## config.mk

```make
export PLATFORM = sky130hd
export DESIGN_NAME = regfile_wr_arbiter
export DESIGN_NICKNAME = d
export VERILOG_FILES = /design/src/rtl/regfile_wr_arbiter_pkg.sv /design/src/rtl/regfile_wr_arbiter_wr_slot.sv /design/src/rtl/regfile_wr_arbiter.sv
export SDC_FILE = /design/constraint.sdc
export NUM_CORES = 1
export LEC_CHECK = 0
export BUFFER_PORTS_ARGS = -buffer_cell sky130_fd_sc_hd__buf_2
export CAP_MARGIN = 20
export CELL_PAD_IN_SITES_DETAIL_PLACEMENT = 1
export CELL_PAD_IN_SITES_GLOBAL_PLACEMENT = 1
export CORE_MARGIN = 3
export CORE_UTILIZATION = 36
export CTS_CLUSTER_DIAMETER = 80
export DETAILED_ROUTE_END_ITERATION = 10
export GPL_ROUTABILITY_DRIVEN = 0
export PLACE_DENSITY = 0.78
export SKIP_CTS_REPAIR_TIMING = 1
export SYNTH_ARGS = -nofsm -noshare
export SYNTH_HDL_FRONTEND = slang
export SYNTH_SLANG_ARGS = --single-unit
```

## constraint.sdc

```tcl
create_clock -name clk -period 1.38 [get_ports clk]
set_input_delay 0.138 -clock clk [delete_from_list [all_inputs] [get_ports clk]]
set_output_delay 0.138 -clock clk [all_outputs]
set_load 0.03 [all_outputs]
```

## src/rtl/regfile_wr_arbiter_pkg.sv

```systemverilog
// Shared definitions for the register-file write-port arbiter.
package regfile_wr_arbiter_pkg;

    // Default geometry: 4 registers of 8 bits.
    localparam int unsigned DATA_W_DEF = 8;
    localparam int unsigned ADDR_W_DEF = 2;
    localparam int unsigned NREG_DEF   = 4;

    // Requester indices, also the encoding of last_grant.
    localparam logic REQ_A = 1'b0;
    localparam logic REQ_B = 1'b1;

    // One writeback request at the default geometry.
    typedef struct packed {
        logic [ADDR_W_DEF-1:0] dest;
        logic [DATA_W_DEF-1:0] data;
    } wb_req_t;

endpackage

```

## src/rtl/regfile_wr_arbiter_wr_slot.sv

```systemverilog
// One-entry holding register for a writeback requester.
// A load in the same cycle as a drain refills the slot, so it stays full.
module regfile_wr_arbiter_wr_slot
    import regfile_wr_arbiter_pkg::*;
#(
    parameter int unsigned DATA_W = DATA_W_DEF,
    parameter int unsigned ADDR_W = ADDR_W_DEF
) (
    input  logic              clk,
    input  logic              rst_n,
    input  logic              load,
    input  logic              drain,
    input  logic [ADDR_W-1:0] in_dest,
    input  logic [DATA_W-1:0] in_data,
    output logic              full,
    output logic [ADDR_W-1:0] dest,
    output logic [DATA_W-1:0] data
);

    // Slot contents and occupancy; load wins over drain.
    always_ff @(posedge clk) begin
        if (!rst_n) begin
            full <= 1'b0;
            dest <= '0;
            data <= '0;
        end else if (load) begin
            full <= 1'b1;
            dest <= in_dest;
            data <= in_data;
        end else if (drain) begin
            full <= 1'b0;
        end
    end

endmodule

```

## src/rtl/regfile_wr_arbiter.sv

```systemverilog
// Shares the register file write port between an ALU (A) and a load (B) requester.
// Round-robin arbitration, with oldest-first ordering when both slots target the
// same register so the younger write lands last.
module regfile_wr_arbiter
    import regfile_wr_arbiter_pkg::*;
#(
    parameter int unsigned DATA_W      = DATA_W_DEF,
    parameter int unsigned ADDR_W      = ADDR_W_DEF,
    parameter int unsigned NREG        = NREG_DEF,
    parameter bit          TIE_A_OLDER = 1'b1
) (
    input  logic              clk,
    input  logic              rst_n,
    input  logic              a_valid,
    output logic              a_ready,
    input  logic [ADDR_W-1:0] a_reg,
    input  logic [DATA_W-1:0] a_data,
    input  logic              b_valid,
    output logic              b_ready,
    input  logic [ADDR_W-1:0] b_reg,
    input  logic [DATA_W-1:0] b_data,
    output logic              RegWrite,
    output logic [ADDR_W-1:0] WriteR,
    output logic [DATA_W-1:0] WriteD,
    output logic [NREG-1:0]   pending,
    output logic              last_grant
);

    logic              a_full;
    logic              b_full;
    logic [ADDR_W-1:0] a_dest;
    logic [ADDR_W-1:0] b_dest;
    logic [DATA_W-1:0] a_wdata;
    logic [DATA_W-1:0] b_wdata;
    logic              a_load;
    logic              b_load;
    logic              grant_a;
    logic              grant_b;
    logic              grant_any;
    // 1 = slot B holds the older entry; only meaningful while both slots are full.
    logic              older_b;

    regfile_wr_arbiter_wr_slot #(
        .DATA_W (DATA_W),
        .ADDR_W (ADDR_W)
    ) u_slot_a (
        .clk     (clk),
        .rst_n   (rst_n),
        .load    (a_load),
        .drain   (grant_a),
        .in_dest (a_reg),
        .in_data (a_data),
        .full    (a_full),
        .dest    (a_dest),
        .data    (a_wdata)
    );

    regfile_wr_arbiter_wr_slot #(
        .DATA_W (DATA_W),
        .ADDR_W (ADDR_W)
    ) u_slot_b (
        .clk     (clk),
        .rst_n   (rst_n),
        .load    (b_load),
        .drain   (grant_b),
        .in_dest (b_reg),
        .in_data (b_data),
        .full    (b_full),
        .dest    (b_dest),
        .data    (b_wdata)
    );

    // Arbitration: single full slot wins; contention resolved by age or round-robin.
    always_comb begin
        grant_a = 1'b0;
        grant_b = 1'b0;
        if (a_full && b_full) begin
            if (a_dest == b_dest) begin
                grant_b = older_b;
            end else begin
                grant_b = (last_grant == REQ_A);
            end
            grant_a = !grant_b;
        end else begin
            grant_a = a_full;
            grant_b = b_full;
        end
    end

    assign grant_any = grant_a | grant_b;

    // Ready depends only on slot state and grant, and is held low during reset.
    assign a_ready = rst_n & (!a_full | grant_a);
    assign b_ready = rst_n & (!b_full | grant_b);
    assign a_load  = a_valid & a_ready;
    assign b_load  = b_valid & b_ready;

    // Age tracking: an entry loaded beside a slot that stays full is the younger one.
    always_ff @(posedge clk) begin
        if (!rst_n) begin
            older_b <= 1'b0;
        end else if (a_load && b_load) begin
            older_b <= !TIE_A_OLDER;
        end else if (a_load && b_full && !grant_b) begin
            older_b <= 1'b1;
        end else if (b_load && a_full && !grant_a) begin
            older_b <= 1'b0;
        end
    end

    // Registered write stage; index and data hold when nothing is granted.
    always_ff @(posedge clk) begin
        if (!rst_n) begin
            RegWrite   <= 1'b0;
            WriteR     <= '0;
            WriteD     <= '0;
            last_grant <= REQ_B;
        end else begin
            RegWrite <= grant_any;
            if (grant_any) begin
                WriteR     <= grant_b ? b_dest : a_dest;
                WriteD     <= grant_b ? b_wdata : a_wdata;
                last_grant <= grant_b ? REQ_B : REQ_A;
            end
        end
    end

    // Pending mask: every register with a write held in a slot or the write stage.
    always_comb begin
        pending = '0;
        for (int unsigned r = 0; r < NREG; r++) begin
            if ((a_full && (a_dest == ADDR_W'(r))) ||
                (b_full && (b_dest == ADDR_W'(r))) ||
                (RegWrite && (WriteR == ADDR_W'(r)))) begin
                pending[r] = 1'b1;
            end
        end
    end

endmodule

```

Word level (Yosys, flattened, before mapping)
Cells that the tools add are included.

storage, ports and cells
  output and inout bits = 18
  register bits after elaboration = 35
  logic and storage cells = 85

operators by class
  equality and inequality tests = 10
  bitwise logic cells = 9
  mux-type cells = 17
  reduce and logical (&&, ||, !) cells = 38

operators with widths
  kind                                           count
  logical AND 1 bit                              18
  two-way mux 1 bit                              15
  == test 2 bit, second input constant           6
  logical OR 1 bit                               8
  two-way mux 8 bit                              1
  == test 2 x 1 -> 1 bit, second input constant  3
  logical NOT 2 bit                              3
  nonzero test 2 bit                             3
  logical NOT 1 bit                              5
  AND 1 bit                                      4
  bitwise OR 1 bit                               3
  == test 2 bit                                  1
  two-way mux 2 bit                              1
  NOT 1 bit                                      2
  OR reduction 2 bit                             1

Longest topological paths before layout
  depth after elaboration = 11
  gate-level depth with buffers = 7
  mapped depth without buffers = 4

Modules after synthesis
Synthesis repeated with hierarchy kept, for this count alone.

unflattened totals
  cell total of the unflattened synthesis = 184
  area total of the unflattened synthesis = 1,808.0 µm²

modules (own cells, without submodules)
  module                      instances  seq. area each (µm²)  cells each  area each (µm²)
  regfile_wr_arbiter          1          260.2                 114         984.7
  regfile_wr_arbiter_wr_slot  2          220.2                 35          411.6

Least setup slack after synthesis
OpenSTA, ideal clock, no wires.

  path type = reg-to-output
  start = reg u_slot_a.full
  end = out pending[2]
  path slack = -272 ps
  path buffers = 3
  stages on the path, launching flop included = 8
  arrival = 1,514 ps
  cell sequence = dfxtp_1 buf_2 buf_2 inv_1 buf_2 nor2_1 a22oi_1 o21ai_0

between the ends
  word-level cells in the longest chain between the ends = 4

ends and longest elaborated chain
  item                    RTL line                          RTL
  start, declared         regfile_wr_arbiter_wr_slot.sv:15  output logic full,
  start signal, assigned  regfile_wr_arbiter_wr_slot.sv:23  full <= 1'b0;
  start signal, assigned  regfile_wr_arbiter_wr_slot.sv:27  full <= 1'b1;
  start signal, assigned  regfile_wr_arbiter_wr_slot.sv:31  full <= 1'b0;
  logical AND 1 bit       regfile_wr_arbiter.sv:132         if ((a_full && (a_dest == ADDR_W'(r))) ||
  logical OR 1 bit        regfile_wr_arbiter.sv:132
  logical OR 1 bit        regfile_wr_arbiter.sv:133         (b_full && (b_dest == ADDR_W'(r))) ||
  two-way mux 1 bit       regfile_wr_arbiter.sv:132
  end, declared           regfile_wr_arbiter.sv:25          output logic [NREG-1:0] pending,

Every way passes these cells.

Worst setup path in the final report
  start = reg u_slot_b.dest[0]
  end = out a_ready

between the ends
  word-level cells in the longest chain between the ends = 7

ends and longest elaborated chain
  item                    RTL line                          RTL
  start, declared         regfile_wr_arbiter_wr_slot.sv:16  output logic [ADDR_W-1:0] dest,
  start signal, assigned  regfile_wr_arbiter_wr_slot.sv:28  dest <= in_dest;
  == test 2 bit           regfile_wr_arbiter.sv:78          if (a_dest == b_dest) begin
  two-way mux 1 bit       regfile_wr_arbiter.sv:78
  two-way mux 1 bit       regfile_wr_arbiter.sv:77          if (a_full && b_full) begin
  logical NOT 1 bit       regfile_wr_arbiter.sv:83          grant_a = !grant_b;
  two-way mux 1 bit       regfile_wr_arbiter.sv:77
  bitwise OR 1 bit        regfile_wr_arbiter.sv:93          assign a_ready = rst_n & (!a_full | grant_a);
  AND 1 bit               regfile_wr_arbiter.sv:93
  end, declared           regfile_wr_arbiter.sv:15          output logic a_ready,

Every way passes these cells. The select of a mux whose other input is x is not followed.

==> impl_results.md <==
- CTS max path bufs: 2
- Worst-margin pin slew: around 0.50 ns
- Drt first pass iters: 4
- Top cell type's share of synthesized area: 0.3779
- VDD IR-drop max: 0.0006647 V
- Diodes inserted: 0
- Yosys cell types: 37
- Max cap viols: 0
- Crit path kind: flop to primary output
- Syn-to-layout area delta: 46.09%
- Register bit count reported by yosys: 35
- H-tree depth: 2
- Power density over cell area: between 1000 and 1500 nW/um2
- Finish-stage setup viols: 36
- Clock Power Share: 0.346
- Slew HR: 0.6641
- CTS Buf Count: 5
- GRT Overall Usage: 0.1839
- Mapped Area: between 1500 and 2000 um2
- Hold WS: between 0.07 and 0.08 ns
- Worst setup endpoint: a_ready
- Final nets: around 300
- Number of synthesized flops with an enable pin: 0
- Final std cells w/o fill: 343
- Total number of vias: 1827
- Die W: about 78 um
- Post-synth ARST share: 0
- DR iter-0 viols: a little under 80
- Worst R2R Setup Slack: -0.26 ns
- Routed wire per std cell: approximately 19 um
- Number of synthesis warnings: 0
- Cells after synthesis: between 200 and 250
- Clk_lat worst skew: about 0.30 ns
- Initial Utilization: 0.3825
- First-pass GRT wire length: about 8800 um
- Top post-synthesis cells by area: dfxtp_1 38%, mux2i_1 12%, nand2_1 9.7%, mux2_2 4.9%, a311oi_1 4.3%
- Largest net degree at the start of global routing: 26
- Dpl cells: approximately 330
- RSZ-0062 raised after global routing: yes
- Seq pwr share: 0.411
- FMAX: 589.6 MHz
- Initial antenna violation count: 0
- Ports: 42
- Antenna violation net count after detailed routing: 0
- Gr ovfl total: 0
- Violated checks: setup timing
- Clock Skews: between 0.006 and 0.007 ns
- Syn Area/Cell: 8.872 um2
- Fin util: 0.5587
- Top FF cell, synth: dfxtp_1
- Fin crit share: 1.229
- R2r startpoint: u_slot_b.dest[0]$_SDFFE_PN0P_
- DRC violation count after routing: 0
- CP startpoint kind: flop
- Core Footprint: between 4000 and 5000 um2
- Critical path endpoint category: primary output
- Place WS: -0.06274 ns
- Outcome: finished with violations
- DP Wirelength: around 4000 um
- CTS Sinks: 35
- Vias in the first global route: 1807
- CTS tree: yes
- Lkg Pwr: around 1.1 nW
- Wirelength, routed: around 6400 um
- Critical Path AT: ~1.6 ns
- Die H: a little under 80 um
- P_int: 0.001918 W
- Reg-to-Reg End: WriteD[2]$_SDFFE_PN0P_
- Final critical-path required period: roughly 1.7 ns
- CTS Root Cell: clkbuf_8
- Critical Path RT: 1.24 ns
- Commonest cells post-synth: 48 x nand2_1, 35 x dfxtp_1, 22 x mux2i_1
- IO Port Bufs: just over 40
- Synth area leader: dfxtp_1
- Routed vias/inst: 5.327
- Site Rows: 25
- Tot Pwr: 0.002788 W
- Final hold vios: 0
- Most frequent cell after synthesis: nand2_1
- Slew Limit Fails: 0
- Comb pwr share: 0.243
- Worst-path clk slew: 0.07 ns
- Syn_nets: around 230
- Layout cell share with drive strength beyond 1: 0.4638
- Psw: just under 0.0009 W
- Sequential element share of the synthesized area: 0.3779
- Crit-path max FO: 6
- Sw frac: 0.3123
- Post-route setup slack: -0.3161 ns
- Die area: approximately 6000 um2
- Crit path launch: u_slot_b.dest[0]$_SDFFE_PN0P_
- Worst R2R Path Depth: 6
- Tightest Hold Check Type: primary input to flop
-- placed cells by master, fill, tap and decap left out, types with 2 or more instances in the layout --
cell type	count
a311oi_2	8
buf_12	3
buf_2	35
buf_4	26
buf_6	9
clkbuf_8	5
dfxtp_1	29
dfxtp_4	5
inv_1	10
mux2_2	8
mux2i_1	22
nand2_1	47
nand3_1	4
nor3_2	2
nor4_1	6
nor4_2	2
o21a_1	3
o21ai_0	6
o21ai_2	2
o221ai_1	7
xnor2_4	2
-- area by class of cell --
type                            count  area, um2
Tap cell                           67      83.83
Multi-Input combinational cell    147       1179
Timing Repair Buffer               75      571.8
Fill cell                         563       2140
Clock buffer                        5      68.82
Inverter                           11      41.29
Sequential cell                    35      720.7
Clock inverter                      3      43.79
-- flip-flops by register name, summed over array words and instances, names as in the netlist, 2 cells and up --
register / count
u_slot_a.data: 8
u_slot_b.data: 8
WriteR: 2
WriteD: 8
u_slot_b.dest: 2
u_slot_a.dest: 2
-- metrics by stage --
| stage | TNS (ns) | cell area, um2 |
|---|---|---|
| after floorplan | -0.01640 | 1914 |
| after global placement | -0.08917 | 2331 |
| after detailed placement | -0.6943 | 2331 |
| after CTS | -2.816 | 2444 |
| after global routing | -8.461 | 2709 |
| final | -6.416 | 2709 |
-- per-layer routing --
metal  share of wire  vias up  track usage  wire length [um]
met5               0        -            0                 0
met4           0.018        0      0.05338               114
met3           0.037       11      0.04408               238
met2            0.48       35       0.2997              3036
met1            0.47      900       0.2397              2983
li1                -      881            -                 -
-- critical path, stage by stage, from the launching register on --
cell     delay (ns)
dfxtp_4        0.37
xnor2_4        0.18
a211o_1        0.34
and3_1         0.20
buf_4          0.17
-- power by group through the flow --
stage	registers [W]	logic [W]	clock network, W
2_1_floorplan	0.00121	0.000320	0
3_3_place_gp	0.00116	0.000550	0
3_5_place_dp	0.00117	0.000565	0
4_1_cts	0.00114	0.000567	0.000960
5_1_grt	0.00116	0.000724	0.00103
6_report	0.00115	0.000677	0.000964
-- how the worst min path moves through the flow --
stage                     startpoint                             to  cells past startpoint
after global placement     b_data[2]  u_slot_b.data[2]$_SDFFE_PN0P_                      3
final                      b_data[0]  u_slot_b.data[0]$_SDFFE_PN0P_                      3
after global routing       b_data[3]  u_slot_b.data[3]$_SDFFE_PN0P_                      3
after CTS                  b_data[7]  u_slot_b.data[7]$_SDFFE_PN0P_                      3
after floorplan              a_valid     u_slot_a.full$_SDFFE_PN0P_                      1
after detailed placement   b_data[7]  u_slot_b.data[7]$_SDFFE_PN0P_                      3
-- logic make-up after synthesis --
group,synth area share
simple gates,0.1883
compound gates,0.1761
flops,0.3779
mux,0.1673
buf+inv,0.07287
xor+xnor,0.01754
Note: power is estimated with default switching activity, not from simulation.
